File: src/rtl/div_pkg.sv
// Shared types and constants for the restoring-divider controller.
package div_pkg;

    // Operand width of the divider datapath.
    localparam int DIV_W = 8;

    // Number of shift/subtract iterations for one DIV_W-bit divide.
    localparam int DIV_ITER = 9;

    // Width of the controller's saturating RUN-cycle counter.
    localparam int CNT_W = 4;

    // Controller states.
    typedef enum logic [1:0] {
        IDLE = 2'd0,
        RUN  = 2'd1,
        DONE = 2'd2
    } div_state_t;

    // Every datapath strobe, collected so the decoder can clear them in one go.
    typedef struct packed {
        logic ld_a;
        logic sel_a_init;
        logic ld_b;
        logic sel_b_init;
        logic ld_q;
        logic clr_q;
        logic ld_cnt;
        logic cnt_init;
        logic set_err;
        logic clr_err;
    } div_strobe_t;

endpackage

File: src/rtl/div_ctrl_if.sv
// Host handshake plus datapath status/strobe bundle around the divider controller.
interface div_ctrl_if;

    // Host handshake
    logic start;
    logic ready;
    logic busy;
    logic done;
    logic done_ack;
    logic wdog_trip;

    // Datapath status
    logic b_is_zero;
    logic cnt_fin;

    // Datapath strobes
    logic ld_A;
    logic sel_A_init;
    logic ld_B;
    logic sel_B_init;
    logic ld_Q;
    logic clr_Q;
    logic ld_cnt;
    logic cnt_init;
    logic set_err;
    logic clr_err;

    // Controller side.
    modport slave (
        input  start, done_ack, b_is_zero, cnt_fin,
        output ready, busy, done, wdog_trip,
        output ld_A, sel_A_init, ld_B, sel_B_init, ld_Q, clr_Q,
        output ld_cnt, cnt_init, set_err, clr_err
    );

    // Host and datapath side.
    modport master (
        output start, done_ack, b_is_zero, cnt_fin,
        input  ready, busy, done, wdog_trip,
        input  ld_A, sel_A_init, ld_B, sel_B_init, ld_Q, clr_Q,
        input  ld_cnt, cnt_init, set_err, clr_err
    );

endinterface

File: src/rtl/div_ctrl.sv
// Sequencing FSM for the 8-bit restoring divider: operand accept, 9 RUN
// iterations guarded by a watchdog, and a DONE state that either pulses for
// one cycle (DONE_MODE=0) or waits for done_ack (DONE_MODE=1).
module div_ctrl
    import div_pkg::*;
#(
    parameter int DONE_MODE = 0,
    // Watchdog limit in RUN cycles; meaningful range is DIV_ITER..2**CNT_W.
    parameter int MAX_ITER  = DIV_ITER
) (
    input  logic       clk,
    input  logic       rst,
    div_ctrl_if.slave  bus
);

    div_state_t        state;
    div_state_t        state_nxt;
    logic [CNT_W-1:0]  iter_cnt;
    logic [CNT_W:0]    run_num;
    logic              accept;
    logic              wdog_fire;
    logic              wdog_q;
    div_strobe_t       stb;

    // A request is taken only while idle; ready is the idle indicator.
    assign accept    = (state == IDLE) && bus.start;

    // 1-based index of the current RUN cycle.
    assign run_num   = {1'b0, iter_cnt} + 1'b1;

    // Watchdog fires on the MAX_ITER-th RUN cycle if the datapath has not finished.
    assign wdog_fire = (state == RUN) && !bus.cnt_fin && (run_num >= (CNT_W+1)'(MAX_ITER));

    // State register
    always_ff @(posedge clk) begin
        // NOTE: registered state uses non-blocking assignments so every flop
        // samples the pre-edge values regardless of process ordering.
        if (rst) state <= IDLE;
        else     state <= state_nxt;
    end

    // Saturating RUN-cycle counter and sticky watchdog flag, both restarted by an accepted start
    always_ff @(posedge clk) begin
        if (rst) begin
            iter_cnt <= '0;
            wdog_q   <= 1'b0;
        end else begin
            if (accept)
                iter_cnt <= '0;
            else if ((state == RUN) && (iter_cnt != {CNT_W{1'b1}}))
                iter_cnt <= iter_cnt + 1'b1;

            if (accept)
                wdog_q <= 1'b0;
            else if (wdog_fire)
                wdog_q <= 1'b1;
        end
    end

    // Next-state logic
    always_comb begin
        // NOTE: default assignment first keeps this block free of inferred latches.
        state_nxt = state;
        unique case (state)
            IDLE: if (bus.start) state_nxt = bus.b_is_zero ? DONE : RUN;
            RUN:  if (bus.cnt_fin || wdog_fire) state_nxt = DONE;
            DONE: if ((DONE_MODE == 0) || bus.done_ack) state_nxt = IDLE;
            default: state_nxt = IDLE;
        endcase
    end

    // Datapath strobe decoder (Mealy in IDLE), silenced while rst is high
    always_comb begin
        stb = '0;
        if (!rst) begin
            unique case (state)
                IDLE: begin
                    if (bus.start) begin
                        if (bus.b_is_zero) begin
                            // Zero divisor: flag the error, clear the quotient, skip the run.
                            stb.set_err = 1'b1;
                            stb.clr_q   = 1'b1;
                        end else begin
                            stb.ld_a       = 1'b1;
                            stb.sel_a_init = 1'b1;
                            stb.ld_b       = 1'b1;
                            stb.sel_b_init = 1'b1;
                            stb.clr_q      = 1'b1;
                            stb.ld_cnt     = 1'b1;
                            stb.cnt_init   = 1'b1;
                            stb.clr_err    = 1'b1;
                        end
                    end
                end
                RUN: begin
                    // One shift/subtract step; a watchdog cycle keeps the quotient and flags an error.
                    stb.ld_a    = 1'b1;
                    stb.ld_b    = 1'b1;
                    stb.ld_q    = !wdog_fire;
                    stb.ld_cnt  = 1'b1;
                    stb.set_err = wdog_fire;
                end
                default: ;
            endcase
        end
    end

    assign bus.ld_A       = stb.ld_a;
    assign bus.sel_A_init = stb.sel_a_init;
    assign bus.ld_B       = stb.ld_b;
    assign bus.sel_B_init = stb.sel_b_init;
    assign bus.ld_Q       = stb.ld_q;
    assign bus.clr_Q      = stb.clr_q;
    assign bus.ld_cnt     = stb.ld_cnt;
    assign bus.cnt_init   = stb.cnt_init;
    assign bus.set_err    = stb.set_err;
    assign bus.clr_err    = stb.clr_err;

    assign bus.ready      = (state == IDLE);
    assign bus.busy       = (state == RUN) || (state == DONE);
    assign bus.done       = (state == DONE);
    assign bus.wdog_trip  = wdog_q;

endmodule

File: src/flat_wrapper.sv
// flat-port wrapper written by rule: the top's interface ports become plain ports
module div_ctrl_flat import div_pkg::*;
#(
    parameter int DONE_MODE = 0,
                                                                            
    parameter int MAX_ITER  = DIV_ITER
)
  (clk, rst, bus_start, bus_done_ack, bus_b_is_zero, bus_cnt_fin, bus_ready, bus_busy, bus_done, bus_wdog_trip, bus_ld_A, bus_sel_A_init, bus_ld_B, bus_sel_B_init, bus_ld_Q, bus_clr_Q, bus_ld_cnt, bus_cnt_init, bus_set_err, bus_clr_err);
  div_ctrl_if bus_i ();
  input  logic clk;
  input  logic rst;
  input wire logic [$bits(bus_i.start)-1:0] bus_start;
  input wire logic [$bits(bus_i.done_ack)-1:0] bus_done_ack;
  input wire logic [$bits(bus_i.b_is_zero)-1:0] bus_b_is_zero;
  input wire logic [$bits(bus_i.cnt_fin)-1:0] bus_cnt_fin;
  output wire logic [$bits(bus_i.ready)-1:0] bus_ready;
  output wire logic [$bits(bus_i.busy)-1:0] bus_busy;
  output wire logic [$bits(bus_i.done)-1:0] bus_done;
  output wire logic [$bits(bus_i.wdog_trip)-1:0] bus_wdog_trip;
  output wire logic [$bits(bus_i.ld_A)-1:0] bus_ld_A;
  output wire logic [$bits(bus_i.sel_A_init)-1:0] bus_sel_A_init;
  output wire logic [$bits(bus_i.ld_B)-1:0] bus_ld_B;
  output wire logic [$bits(bus_i.sel_B_init)-1:0] bus_sel_B_init;
  output wire logic [$bits(bus_i.ld_Q)-1:0] bus_ld_Q;
  output wire logic [$bits(bus_i.clr_Q)-1:0] bus_clr_Q;
  output wire logic [$bits(bus_i.ld_cnt)-1:0] bus_ld_cnt;
  output wire logic [$bits(bus_i.cnt_init)-1:0] bus_cnt_init;
  output wire logic [$bits(bus_i.set_err)-1:0] bus_set_err;
  output wire logic [$bits(bus_i.clr_err)-1:0] bus_clr_err;
  assign bus_i.start = bus_start;
  assign bus_i.done_ack = bus_done_ack;
  assign bus_i.b_is_zero = bus_b_is_zero;
  assign bus_i.cnt_fin = bus_cnt_fin;
  assign bus_ready = bus_i.ready;
  assign bus_busy = bus_i.busy;
  assign bus_done = bus_i.done;
  assign bus_wdog_trip = bus_i.wdog_trip;
  assign bus_ld_A = bus_i.ld_A;
  assign bus_sel_A_init = bus_i.sel_A_init;
  assign bus_ld_B = bus_i.ld_B;
  assign bus_sel_B_init = bus_i.sel_B_init;
  assign bus_ld_Q = bus_i.ld_Q;
  assign bus_clr_Q = bus_i.clr_Q;
  assign bus_ld_cnt = bus_i.ld_cnt;
  assign bus_cnt_init = bus_i.cnt_init;
  assign bus_set_err = bus_i.set_err;
  assign bus_clr_err = bus_i.clr_err;
  div_ctrl #(.DONE_MODE(DONE_MODE), .MAX_ITER(MAX_ITER)) u_core (.clk(clk), .rst(rst), .bus(bus_i));
endmodule
File: config.mk
export PLATFORM = sky130hd
export DESIGN_NAME = div_ctrl_flat
export DESIGN_NICKNAME = d
export VERILOG_FILES = /design/src/rtl/div_pkg.sv /design/src/rtl/div_ctrl_if.sv /design/src/rtl/div_ctrl.sv /design/src/flat_wrapper.sv
export SDC_FILE = /design/constraint.sdc
export NUM_CORES = 1
export LEC_CHECK = 0
export ABC_CLOCK_PERIOD_IN_PS = 3150
export CAP_MARGIN = 20
export CORE_AREA = 3 3 40 42
export CTS_CLUSTER_SIZE = 25
export DETAILED_ROUTE_END_ITERATION = 7
export DIE_AREA = 0 0 43 45
export PLACE_DENSITY_LB_ADDON = 0.25
export REMOVE_ABC_BUFFERS = 1
export SYNTH_ARGS = -nofsm -noshare
export SYNTH_HDL_FRONTEND = slang
export SYNTH_SLANG_ARGS = --single-unit
File: constraint.sdc
create_clock -name clk -period 3.15 [get_ports clk]
set_input_delay 0.7875 -clock clk [delete_from_list [all_inputs] [get_ports clk]]
set_output_delay 0.7875 -clock clk [all_outputs]
set_load 0.05 [all_outputs]
==> results.yml <==
worst_setup_path:
  path_delay_family: "buffers and inverters"
  critPathLaunchType: "primary input"
  max_stage_delay_ns: 0.42
  path_buf_inv: 2
  critPathMaxFanout: 2
  critical_path_required_ns: 2.36
  critPathSlowestCell: "clkdlybuf4s50_1"
  worstPathArrival_ns: 2.13
  cp-end-kind: "primary output"
  criticalPathCategory: "primary input to primary output"
  crit_chain: "clkdlybuf4s50_1, nor2b_1, nor3b_1, a22o_1, buf_12"
logic_synthesis:
  synth_area_leaders: "dfxtp_1 26%, ha_1 12%, buf_4 7.0%"
  syn_area_per_cell_sq_um: 8.54
  synth_top_cell_area_share_pct: 26.0
  yosysWarnings: 0
  ys_seq_elements: 7
  synth_edf_count: 0
  synth_ff_type: "dfxtp_1"
  synth_cell_type_count: 27
  mappedNetlistArea_sq_um: 538
  ys_async_sr_fraction_pct: 0
  postSynthCellCount: 63
  yosysTopAreaCell: "dfxtp_1"
  synth.most_common_cell: "dfxtp_1"
  synthTopCellsByCount: "7 x dfxtp_1, 6 x inv_1, 6 x nand2_1, 6 x nor2_1"
  yosysSeqAreaShare_pct: 26.0
cts:
  htree_levels: 1
  clkSinkCount: 7
  post_cts_buffers: 0
  clk_pin_slew_worst_paths_ns: 0.06
  cts_root_buffer: "clkbuf_4"
  clock_latency_ns: 0.26
  ctsHoldBuffers: 0
  ctsResizeCount: 0
  numCtsBuffers: 3
  cts_tree: "done"
  cts_buffer_depth: 2
floorplan:
  core_sq_mm: 0.00128
  fp.dieArea_sq_mm: 0.00194
  start_util_pct: 41.9
  fp.dieW_um: 43
  die_y_um: 45
  pin_count: 20
  rows: 13
global_route:
  grt_overflow: 0
  grt_max_degree: 10
  grt_pass1_vias: 472
  antenna_found_initial: 0
  grt_first_pass_wirelength_um: 1980
  grt_usage_pct: 13.6
routing:
  routed_wl_um: 1220
  wl_per_cell_um: 12.7
  vias: 483
  vias_per_cell: 5.03
  drtIter0Drc: 12
  first_pass_iters: 4
  drc_errors: 0
  final_antenna_net_count: 0
sta:
  slew_violations: 0
  worstMarginPinSlew_ns: 0.508
  setup_viol_count_final: 0
  period_share_pct: 92.8
  fmax_mhz: 342
  min_period_ns: 2.92
  final-hold-violation-count: 0
  slew_headroom_pct: 66.0
  fin_skew_ns: 0.00828
  setup_tns_ns: 0
  grt_setup_unrepaired: "false"
worst_hold_path:
  hp-class: "register to register"
final_layout:
  n_fill_cell: 104
  antenna_cells: 0
  nNetsFinal: 93
  seq_area_sq_um: 140
  drive_above_1_share_pct: 27.2
  final_cell_area_sq_um: 837
  area_growth_pct: 55.6
  multi_input_area_sq_um: 334
place:
  portBuffers: 18
  place_area_sq_um: 811
  dp_hpwl_um: 975
  gp_congestion: 0.752
status:
  status: "finished clean"
power:
  peakVddDrop_mv: 0.287
  leakagePower_uw: 0.000333
  power.density_mw_per_mm2: 390
job:
  cap_violations: 0
[path summary, 6_finish.rpt]
check	startpoint	slack (ns)	to	cells after the start
worst min register to register	u_core.bus.wdog_trip	0.49	u_core.bus.wdog_trip	1
worst max register to register	u_core.iter_cnt[1]	1.41	u_core.bus.wdog_trip	5
worst min-delay path	u_core.bus.wdog_trip	0.49	u_core.bus.wdog_trip	1
worst max-delay path	bus_cnt_fin	0.23	bus_set_err	5
[per-layer routing]
metal	wire (um)	part of all wire (%)	vias to the layer above	GRT usage, %
met2	598	49	10	22.5
li1	-	-	249	-
met5	0	0	-	0
met3	41	3.4	2	1.59
met1	552	45	222	16.7
met4	29	2.4	0	9.04
[logic make-up (layout without fill, tap and decap cells)]
family	Yosys count	after routing	share of synthesized area (%)
buf+inv	12	30	11.9
simple gates	24	24	23.5
mux	3	3	5.58
fa+ha+maj	5	5	11.6
xor+xnor	1	1	1.63
compound gates	11	11	19.8
flops	7	7	26.0
[sequential cells by signal (all words and copies together) (netlist names)]
signal                count
u_core.iter_cnt           4
u_core.state              2
u_core.bus.wdog_trip      1
[placed cells by master, fill, tap and decap left out, types with 2 or more instances in the layout]
cell,instances
clkdlybuf4s50_1,8
buf_12,10
buf_4,2
nand3_1,2
inv_1,6
dfxtp_1,7
a21oi_1,3
ha_1,5
nand2b_1,2
nor3_1,2
clkbuf_4,3
mux2i_1,3
nor2_1,6
nand2_1,6
[area by class of cell]
class | instances | area share (%)
Multi-Input combinational cell | 44 | 39.9
Timing Repair Buffer | 20 | 35.3
Sequential cell | 7 | 16.7
Clock buffer | 4 | 3.14
Inverter | 6 | 2.69
Tap cell | 15 | 2.24
[stage by stage]
step / utilization (%) / worst slack [ns] / std cells / hold slack [ns] / total power, uW
final: 65.1 / 0.228 / 96 / 0.494 / 327
after global routing: 65.1 / 0.186 / 96 / 0.503 / 341
after detailed placement: 63.1 / 0.262 / 92 / 0.474 / 246
after floorplan: - / -2.81 / 57 / 0.461 / 184
after CTS: 65.1 / 0.266 / 96 / 0.495 / 333
after global placement: 63.1 / 0.284 / 92 / 0.475 / 243
[power breakdown]
group | leakage [uW] | switching, uW | internal [uW]
Clock | 0.0000150 | 35.4 | 48.5
Combinational | 0.000262 | 87.2 | 60.4
Sequential | 0.0000568 | 3.02 | 92.2
(Power assumes the default switching activity.)
